`src/rtl/quad_decoder_4bit.sv`:
```
// Quadrature A/B decoder driving a 4-bit up/down position count with load and enable.
// Define GLITCH_FILTER_EN to insert a per-phase FILTER_CYCLES-sample filter after the synchronizer.
module quad_decoder_4bit #(
  parameter int unsigned COUNT_MODE    = 4,
  parameter int unsigned FILTER_CYCLES = 3
) (
  input  logic       iClk,
  input  logic       iReset,
  input  logic       iA,
  input  logic       iB,
  input  logic       iEn,
  input  logic       iLoad,
  input  logic [3:0] iPos_in,
  output logic [3:0] oPos,
  output logic       oStep,
  output logic       oUp,
  output logic       oErr
);

  logic [1:0] syncMeta;
  logic [1:0] syncAB;
  logic [1:0] curAB;
  logic [1:0] pAB;

  always_ff @(posedge iClk) begin
    if (iReset) begin
      syncMeta <= 2'b00;
      syncAB   <= 2'b00;
    end else begin
      syncMeta <= {iA, iB};
      syncAB   <= syncMeta;
    end
  end

`ifdef GLITCH_FILTER_EN
  localparam int unsigned CntW = (FILTER_CYCLES > 1) ? $clog2(FILTER_CYCLES) : 1;

  for (genvar g = 0; g < 2; g++) begin : gFilt
    logic [CntW-1:0] cntQ;
    logic            levelQ;
    logic            accept;

    // The Fth differing sample is forwarded straight to the decoder so it is
    // decoded on the same edge it is accepted.
    assign accept   = (syncAB[g] != levelQ) && (cntQ == CntW'(FILTER_CYCLES - 1));
    assign curAB[g] = accept ? syncAB[g] : levelQ;

    always_ff @(posedge iClk) begin
      if (iReset) begin
        cntQ   <= '0;
        levelQ <= 1'b0;
      end else if ((syncAB[g] == levelQ) || accept) begin
        cntQ   <= '0;
        levelQ <= curAB[g];
      end else begin
        cntQ   <= cntQ + CntW'(1);
      end
    end
  end
`else
  assign curAB = syncAB;
`endif

  logic isUp;
  logic isDown;
  logic isErr;
  logic isStep;

  always_comb begin
    isUp   = 1'b0;
    isDown = 1'b0;
    case ({pAB, curAB})
      4'b0001, 4'b0111, 4'b1110, 4'b1000: isUp   = 1'b1;
      4'b0100, 4'b1101, 4'b1011, 4'b0010: isDown = 1'b1;
      default: ;
    endcase
    isErr = ((pAB ^ curAB) == 2'b11);
    if (COUNT_MODE == 1) begin
      isStep = ({pAB, curAB} == 4'b1000) || ({pAB, curAB} == 4'b0010);
    end else begin
      isStep = isUp | isDown;
    end
  end

  logic [3:0] posQ;
  logic       stepQ;
  logic       upQ;
  logic       errQ;

  always_ff @(posedge iClk) begin
    if (iReset) begin
      pAB   <= 2'b00;
      posQ  <= 4'd0;
      stepQ <= 1'b0;
      upQ   <= 1'b1;
      errQ  <= 1'b0;
    end else begin
      pAB   <= curAB;
      stepQ <= 1'b0;
      errQ  <= isErr;
      if (isUp || isDown) begin
        upQ <= isUp;
      end
      // A load wins over a coincident step; the edge is consumed, not deferred.
      if (iLoad) begin
        posQ <= iPos_in;
      end else if (iEn && isStep) begin
        posQ  <= isUp ? posQ + 4'd1 : posQ - 4'd1;
        stepQ <= 1'b1;
      end
    end
  end

  assign oPos  = posQ;
  assign oStep = stepQ;
  assign oUp   = upQ;
  assign oErr  = errQ;

endmodule
```
`config.mk`:
```
export PLATFORM = sky130hd
export DESIGN_NAME = quad_decoder_4bit
export DESIGN_NICKNAME = d
export VERILOG_FILES = /design/src/rtl/quad_decoder_4bit.sv
export SDC_FILE = /design/constraint.sdc
export NUM_CORES = 1
export LEC_CHECK = 0
export ABC_AREA = 1
export CAP_MARGIN = 20
export CORE_MARGIN = 1.5
export CORE_UTILIZATION = 50
export CTS_CLUSTER_SIZE = 12
export DETAILED_ROUTE_END_ITERATION = 12
export PLACE_DENSITY = 0.84
export SLEW_MARGIN = 5
export SYNTH_ARGS = -nofsm -noshare
export SYNTH_HDL_FRONTEND = slang
export SYNTH_SLANG_ARGS = --single-unit
```
`constraint.sdc`:
```
create_clock -name iClk -period 3.6 [get_ports iClk]
set_input_delay 0.72 -clock iClk [delete_from_list [all_inputs] [get_ports iClk]]
set_output_delay 0.72 -clock iClk [all_outputs]
set_load 0.005 [all_outputs]
```
# Word-level counts from Yosys, hierarchy flattened

Index checks and enable logic that the tools add are counted.

Muxes and demuxes: 6
Add/sub/neg operators: 2
Bitwise logic cells: 2
Equal/unequal tests: 9
Reduce and logical (&&, ||, !) cells: 6

Operator list:

| operator                                            | count |
|---|---|
| equality test 4 bit, second input constant          | 4 |
| 2-to-1 mux 4 bit                                    | 3 |
| equality test 4 x 3 -> 1 bit, second input constant | 2 |
| OR reduction 4 bit                                  | 2 |
| adder 4 x 1 -> 4 bit, second input constant         | 1 |
| equality test 4 x 1 -> 1 bit, second input constant | 1 |
| equality test 4 x 2 -> 1 bit, second input constant | 1 |
| subtractor 4 x 1 -> 4 bit, second input constant    | 1 |
| 2-to-1 mux 1 bit                                    | 3 |
| equality test 2 bit, second input constant          | 1 |
| nonzero test 2 bit                                  | 1 |
| OR reduction 2 bit                                  | 1 |
| XOR 2 bit                                           | 1 |
| logical AND 1 bit                                   | 1 |
| logical OR 1 bit                                    | 1 |
| bitwise OR 1 bit                                    | 1 |

Logic and storage cells: 32
Flip-flop bits (word level): 13

# Logic depth before layout (Yosys ltp)

Gate-level depths: netlist (run 1).

Depth in word-level cells: 7
Depth in mapped cells: 14
Depth with buffers taken out: 14

# Worst setup path before layout (run 1)

Ideal clock, no wire load.

Path kind: reg-to-reg
Start point: register syncAB[1], in the netlist curAB[1]
End point: register posQ[2], in the netlist oPos[2]
Cell stages (with the launch flop): 11
Library setup time: 0.068 ns
Path buffers: 0
Data arrival time: 1.539 ns
Period minus slack after synthesis: 1.607 ns
Slack: 1.993 ns
Data required time: 3.532 ns
Path through: dfxtp_1 > inv_1 > nand2_1 > nand2_2 > nand2_4 > inv_1 > fa_1 > xor2_1 > o21ai_0 > nand2_1 > a21oi_2

Cells in the longest elaborated chain, start to end: 6
Elaborated cells between the ends (all ways): 18
Those cells by class: eq/ne: 8; mux: 5; bitwise: 1; reduce/logical: 4

RTL lines:

| what                                                          | RTL line | source |
|---|---|---|
| start, declared                                               | 21       | `logic [1:0] syncAB;` |
| start signal, assigned                                        | 31       | `syncAB <= syncMeta;` |
| equality test 4 x 1 -> 1 bit, or another cell as far along    | 72       | `case ({pAB, curAB})` |
| OR reduction 4 bit *                                          | 72       |  |
| 2-to-1 mux 1 bit *                                            | 72       |  |
| named net isUp                                                | 64       | `logic isUp;` |
| 2-to-1 mux 4 bit / bitwise OR 1 bit (equally long branches)   | 108, 81  |  |
| 2-to-1 mux 4 bit / logical AND 1 bit (equally long branches)  | 107      | `end else if (iEn && isStep) begin` |
| 2-to-1 mux 4 bit / nonzero test 2 bit (equally long branches) | n/a      |  |
| end signal, assigned                                          | 106      | `posQ <= iPos_in;` |
| end signal, assigned                                          | 108      | `posQ <= isUp ? posQ + 4'd1 : posQ - 4'd1;` |
| end, declared                                                 | 85       | `logic [3:0] posQ;` |

Mark *: on every way through the listed nets, which the timed path passes. The rest lies on a longest branch. The select of a mux whose other input is x is not followed.
A chain may end at the register's enable or synchronous reset.

# Worst setup path in the final report (run 1)

Start point: register posQ[3], in the netlist oPos[3]
End point: output oPos[3]

RTL lines:

| what          | RTL line | source |
|---|---|---|
| end, declared | 14       | `output logic [3:0] oPos,` |

No word-level cell between the ends.

==> results.sh, run 1 <==
export IMPL_rsz0062_at_grt="no"
export IMPL_hold_viol_final=0
export IMPL_hold_slack_ns=0.413
export IMPL_status="completed"
export IMPL_die_w_um=40.7
export IMPL_drive_above_1_share_pct=14.2
export IMPL_post_route_min_period_ns=1.96
export IMPL_holdBufCountCts=0
export IMPL_setup_tns_ns=0
export IMPL_portBuffers=16
export IMPL_insertion_delay_ns=0.28
export IMPL_worstMarginPinSlew_ns=0.493
export IMPL_overflow=0
export IMPL_cpPeakStageDelay_ns=0.54
export IMPL_track_usage_pct=21.2
export IMPL_peakVddDrop_v=0.000373
export IMPL_p_per_area_nw_per_um2=361
export IMPL_grt_pass1_wl_um=2220
export IMPL_power_mw=0.329
export IMPL_cp_top_family="buffers and inverters"
export IMPL_totalWireLength_um=1330
export IMPL_crit_buf_inv=1
export IMPL_rows=13
export IMPL_io_pins=17
export IMPL_cts_num_sinks=13
export IMPL_hp_start="syncMeta[1]$_SDFF_PP0_"
export IMPL_crit_arrival_ns=1.24
export IMPL_reg2reg_slack_ns=1.82
export IMPL_grt_max_degree=14
export IMPL_reg2regPathDepth=10
export IMPL_syn2layout_area_growth_pct=28.6
export IMPL_max_cap_violations=0
export IMPL_cts_max_level=1
export IMPL_drtIter0Drc=3
export IMPL_worstSetupStartpointType="flip-flop"
export IMPL_clk_path_buf_depth=2
export IMPL_final_setup_worst_slack_ns=1.64
export IMPL_cts_resized=0
export IMPL_critPathCaptureType="output port"
export IMPL_ys_types=19
export IMPL_final_antenna_net_count=0
export IMPL_netlist_instances=101
export IMPL_worstReg2RegEnd="oPos[2]$_SDFFE_PP0P_"
export IMPL_synth_yosys_warnings=0
export IMPL_clk_pin_slew_ns=0.08
export IMPL_path_class="flip-flop to output port"
export IMPL_slowest_stage="clkdlybuf4s50_1"
export IMPL_antenna_found_initial=0
export IMPL_min_path_cells=2
export IMPL_coreArea_um2=1320
export IMPL_cts_tree="done"
export IMPL_relSlewSlack_pct=67.1
export IMPL_syn_avg_cell_area_um2=7.02
export IMPL_dp_hpwl_um=1090
export IMPL_grt_pass1_vias=565
export IMPL_drc_errors=0
export IMPL_diodes=0
export IMPL_post_route_period_util_pct=54.4
export IMPL_viasPerCell=4.88
export IMPL_cp_required_ns=2.88
export IMPL_ys_seq_elements=13
export IMPL_worstReg2RegStart="pAB[0]$_SDFF_PP0_"
export IMPL_cts_setup_buffers=0
export IMPL_path_cells="clkdlybuf4s50_1"
export IMPL_cts_root_buf="clkbuf_4"
export IMPL_seq_area_frac_synth_pct=36.7
export IMPL_holdCritPathClass="flip-flop to flip-flop"
export IMPL_cp_max_fo=4
export IMPL_setup_viol=0
export IMPL_min_to="curAB[1]$_SDFF_PP0_"
export IMPL_final_util_pct=69.2
export IMPL_gp_congestion=0.744
export IMPL_slew_viol_final=0
export IMPL_pre_cts_slack_ns=1.70
export IMPL_layout_nets=134
export IMPL_die_h_um=40.7
export IMPL_die_area_um2=1650
export IMPL_finClkSkew_ns=0.00193
export IMPL_wl_per_cell_um=9.84
export IMPL_p_leak_nw=0.439
export IMPL_synthesis_area_um2=709
export IMPL_cts_made_buffers=3
export IMPL_syn_num_nets=114
export IMPL_num_vias=659
export IMPL_drt_pass1_iterations=4
export IMPL_fmax_mhz=511
export IMPL_initial_core_util_pct=53.8
worst reg2reg max path, stage by stage (launching register included):
cell and delay (ns):
dfxtp_1 0.42, inv_1 0.08, nand2_1 0.07, nand2_2 0.08
nand2_4 0.11, inv_1 0.08, fa_1 0.38, xor2_1 0.15
o21ai_0 0.14, nand2_1 0.09, a21oi_2 0.12
registers in the layout, indices dropped and copies added, names as in the netlist:
name	cells
oStep	1
oPos	4
oUp	1
curAB	2
oErr	1
pAB	2
syncMeta	2
how the worst max path moves through the flow:
stage	startpoint	end	slack [ns]	cells past startpoint
6_report	oPos[3]$_SDFFE_PP0P_	oPos[3]	1.64	1
5_1_grt	oPos[3]$_SDFFE_PP0P_	oPos[3]	1.60	1
4_1_cts	oPos[3]$_SDFFE_PP0P_	oPos[3]	1.63	1
3_5_place_dp	iLoad	oPos[3]$_SDFFE_PP0P_	1.70	6
3_3_place_gp	iReset	oUp$_SDFFE_PP1N_	1.75	2
2_1_floorplan	curAB[1]$_SDFF_PP0_	oPos[2]$_SDFFE_PP0P_	1.99	10
cell usage in the layout (no fill, tap or decap):
cell type	n
ha_1	2
xnor2_1	1
nand2_4	2
xor2_1	1
o21ai_0	3
nor2_1	15
nand3_1	2
nor4_1	1
nand4_1	1
nand3_2	3
inv_1	17
clkbuf_4	3
nand2_1	29
clkinv_2	1
clkdlybuf4s50_1	16
inv_2	1
nand2_2	4
a21oi_2	3
fa_1	1
dfxtp_1	13
a211o_1	1
where the power goes:
part / internal, mW / leakage (nW) / switching, mW / total, mW
sequential: 0.152 / 0.107 / 0.00739 / 0.159
clock: 0.0412 / 0.0177 / 0.0500 / 0.0913
combinational: 0.0397 / 0.314 / 0.0390 / 0.0787
total: 0.233 / 0.439 / 0.0964 / 0.329
metal layers:
metal	GRT usage (%)	vias up	wire, um
li1	-	344	-
met1	23.5	294	583
met2	37.7	17	657
met3	8.15	4	75
met4	5.00	0	12
met5	0	-	0
metrics by stage:
step                std cells  cell area, um^2
floorplan                 101              709
global placement          131              885
detailed placement        131              885
CTS                       135              912
global route              135              912
finish                    135              912
cell type report:
type	count	area, um^2
clock buffer	3	22.5
fill	109	405
sequential	13	260
timing repair buffer	16	160
inverter	18	67.6
tap	15	18.8
clock inverter	1	5.00
multi-input combinational	69	378
cells by family after synthesis:
group	Yosys count	share of synthesized area [%]
XOR/XNOR	2	2.47
flip-flops	13	36.7
AO/OA/AOI/OAI	7	7.05
buffers and inverters	19	10.1
AND/OR/NAND/NOR	57	37.4
adder cells (fa/ha/maj)	3	6.35
synth_stat cells:
cell type | count | share of area, %
nand3_1 | 2 | 1.4
nor4_1 | 1 | 0.88
ha_1 | 2 | 3.5
xnor2_1 | 1 | 1.2
nand2_4 | 2 | 3.2
inv_2 | 1 | 0.53
nand2_2 | 4 | 3.5
nand3_2 | 3 | 4.2
nor2_1 | 15 | 7.9
a21oi_2 | 3 | 3.7
dfxtp_1 | 13 | 37
buf_1 | 1 | 0.53
o21ai_0 | 3 | 2.1
a211o_1 | 1 | 1.2
nand4_1 | 1 | 0.88
nand2_1 | 29 | 15
fa_1 | 1 | 2.8
xor2_1 | 1 | 1.2
inv_1 | 17 | 9.0
Note: power is estimated with default switching activity, not from simulation.
==> run 2, diff against run 1 <==
CORE_UTILIZATION = 47   (was 50)
PLACE_DENSITY = 0.8   (was 0.84)
clock period = 1.95 ns   (was 3.6 ns; I/O delays follow)
==> run 2 against run 1 <==
Power grew 86%. Sequential share of layout area shrank 0.23 points. Clock power grew 88%. Global-route usage shrank 2.4 points. Final cell count grew 0.74%. Worst hold slack lost 0.0027 ns. Clock-buffer cell count is the same. Via count shrank 4.4%. Setup slack lost 1.4 ns. Register-to-register slack lost 1.6 ns.
==> results.sh, run 2 (synthesis gave the netlist of run 1 again) <==
export IMPL_io_pins=17
export IMPL_grt_pass1_wl_um=2470
export IMPL_cts_resized=0
export IMPL_cts_setup_buffers=0
export IMPL_setup_viol=0
export IMPL_num_vias=630
export IMPL_worstSetupStartpointType="flip-flop"
export IMPL_cp_required_ns=2.12
export IMPL_layout_cells_non_filler=136
export IMPL_die_h_um=41.9
export IMPL_placed_area_um2=892
export IMPL_cts_max_level=1
export IMPL_post_route_min_period_ns=1.75
export IMPL_die_area_um2=1750
export IMPL_largest_reg_flops=4
export IMPL_post_route_period_util_pct=89.7
export IMPL_cts_root_buf="clkbuf_4"
export IMPL_p_leak_nw=0.444
export IMPL_syn2layout_area_growth_pct=29.6
export IMPL_cp_max_fo=5
export IMPL_worstMarginPinSlew_ns=0.404
export IMPL_slew_viol_final=0
export IMPL_dp_hpwl_um=1070
export IMPL_finClkSkew_ns=0.00262
export IMPL_layout_commonest_cell="nand2_1"
export IMPL_final_util_pct=68.1
export IMPL_coreArea_um2=1350
export IMPL_final_antenna_net_count=0
export IMPL_insertion_delay_ns=0.28
export IMPL_die_w_um=41.9
export IMPL_track_usage_pct=18.8
export IMPL_grt_max_degree=12
export IMPL_holdBufCountCts=0
export IMPL_grt_pass1_vias=612
export IMPL_drtIter0Drc=3
export IMPL_rsz0062_at_grt="no"
export IMPL_status="completed"
export IMPL_wl_per_cell_um=10.2
export IMPL_hold_slack_ns=0.410
export IMPL_critPathCaptureType="flip-flop"
export IMPL_cts_num_sinks=13
export IMPL_dpl_cell_count=132
export IMPL_relSlewSlack_pct=73.0
export IMPL_cts_made_buffers=3
export IMPL_layout_nets=135
export IMPL_setup_tns_ns=0
export IMPL_stdcell_area_um2=920
export IMPL_antenna_found_initial=0
export IMPL_final_setup_worst_slack_ns=0.202
export IMPL_fmax_mhz=572
export IMPL_path_class="flip-flop to flip-flop"
export IMPL_drc_errors=0
export IMPL_drt_pass1_iterations=3
export IMPL_holdCritPathClass="flip-flop to flip-flop"
export IMPL_final_cell_mix="nand2_1 (29), inv_1 (17), clkdlybuf4s50_1 (16), nor2_1 (15), dfxtp_1 (13)"
export IMPL_rows=13
export IMPL_peakVddDrop_v=0.000440
export IMPL_power_mw=0.614
export IMPL_p_per_area_nw_per_um2=668
export IMPL_cts_tree="done"
export IMPL_clk_pin_slew_ns=0.08
export IMPL_gp_congestion=0.791
export IMPL_max_cap_violations=0
export IMPL_clk_path_buf_depth=2
export IMPL_drive_above_1_share_pct=14.9
export IMPL_portBuffers=16
export IMPL_totalWireLength_um=1390
export IMPL_diodes=0
export IMPL_overflow=0
export IMPL_initial_core_util_pct=52.5
export IMPL_pre_cts_slack_ns=0.224
export IMPL_crit_arrival_ns=1.92
export IMPL_viasPerCell=4.63
export IMPL_hold_viol_final=0
## run 2: per-layer routing
| metal | vias to the layer above | part of all wire [%] | wire, um | track usage (%) |
|---|---|---|---|---|
| met5 | - | 0 | 0 | 0 |
| met1 | 267 | 46 | 634 | 21.1 |
| li1 | 344 | - | - | - |
| met2 | 14 | 46 | 639 | 30.0 |
| met4 | 0 | 3.0 | 42 | 12.3 |
| met3 | 5 | 5.4 | 75 | 6.09 |
## run 2: area by class of cell
class                   instances  area, um^2
flip-flops and latches         13         260
multi-input cells              69         378
inverters                      18        67.6
fillers                       120         430
repair buffers                 17         168
well taps                      15        18.8
clock buffers                   3        22.5
clock inverters                 1        5.00
## run 2: path summary, 6_finish.rpt
check / to / from / depth (start not counted) / slack (ns)
setup / recovery: oPos[3]$_SDFFE_PP0P_ / curAB[1]$_SDFF_PP0_ / 14 / 0.20
hold / removal: curAB[1]$_SDFF_PP0_ / syncMeta[1]$_SDFF_PP0_ / 2 / 0.41
setup reg to reg: oPos[3]$_SDFFE_PP0P_ / curAB[1]$_SDFF_PP0_ / 14 / 0.20
hold reg to reg: curAB[1]$_SDFF_PP0_ / syncMeta[1]$_SDFF_PP0_ / 2 / 0.41
## run 2: power breakdown
group / total, mW / switching [mW] / leakage [nW] / internal [mW]
clock network: 0.172 / 0.0956 / 0.0177 / 0.0762
registers: 0.295 / 0.0140 / 0.107 / 0.281
logic: 0.148 / 0.0729 / 0.319 / 0.0746
## run 2: critical path: stages, from the launching register on
cell	delay, ns
dfxtp_1	0.35
inv_1	0.11
nand2_1	0.07
nand2_2	0.09
nand2_4	0.08
ha_1	0.33
nand2_1	0.08
nor2_1	0.10
nor2_1	0.06
inv_1	0.06
nand3_2	0.06
nand2_1	0.06
nor2_1	0.04
nor2_1	0.09
nor2_1	0.04
==> run 3, diff against run 2 <==
SLEW_MARGIN = 0   (was 5)
==> results of run 3 <==
Same layout as run 2: the final DEF is identical, and so are final timing and power.
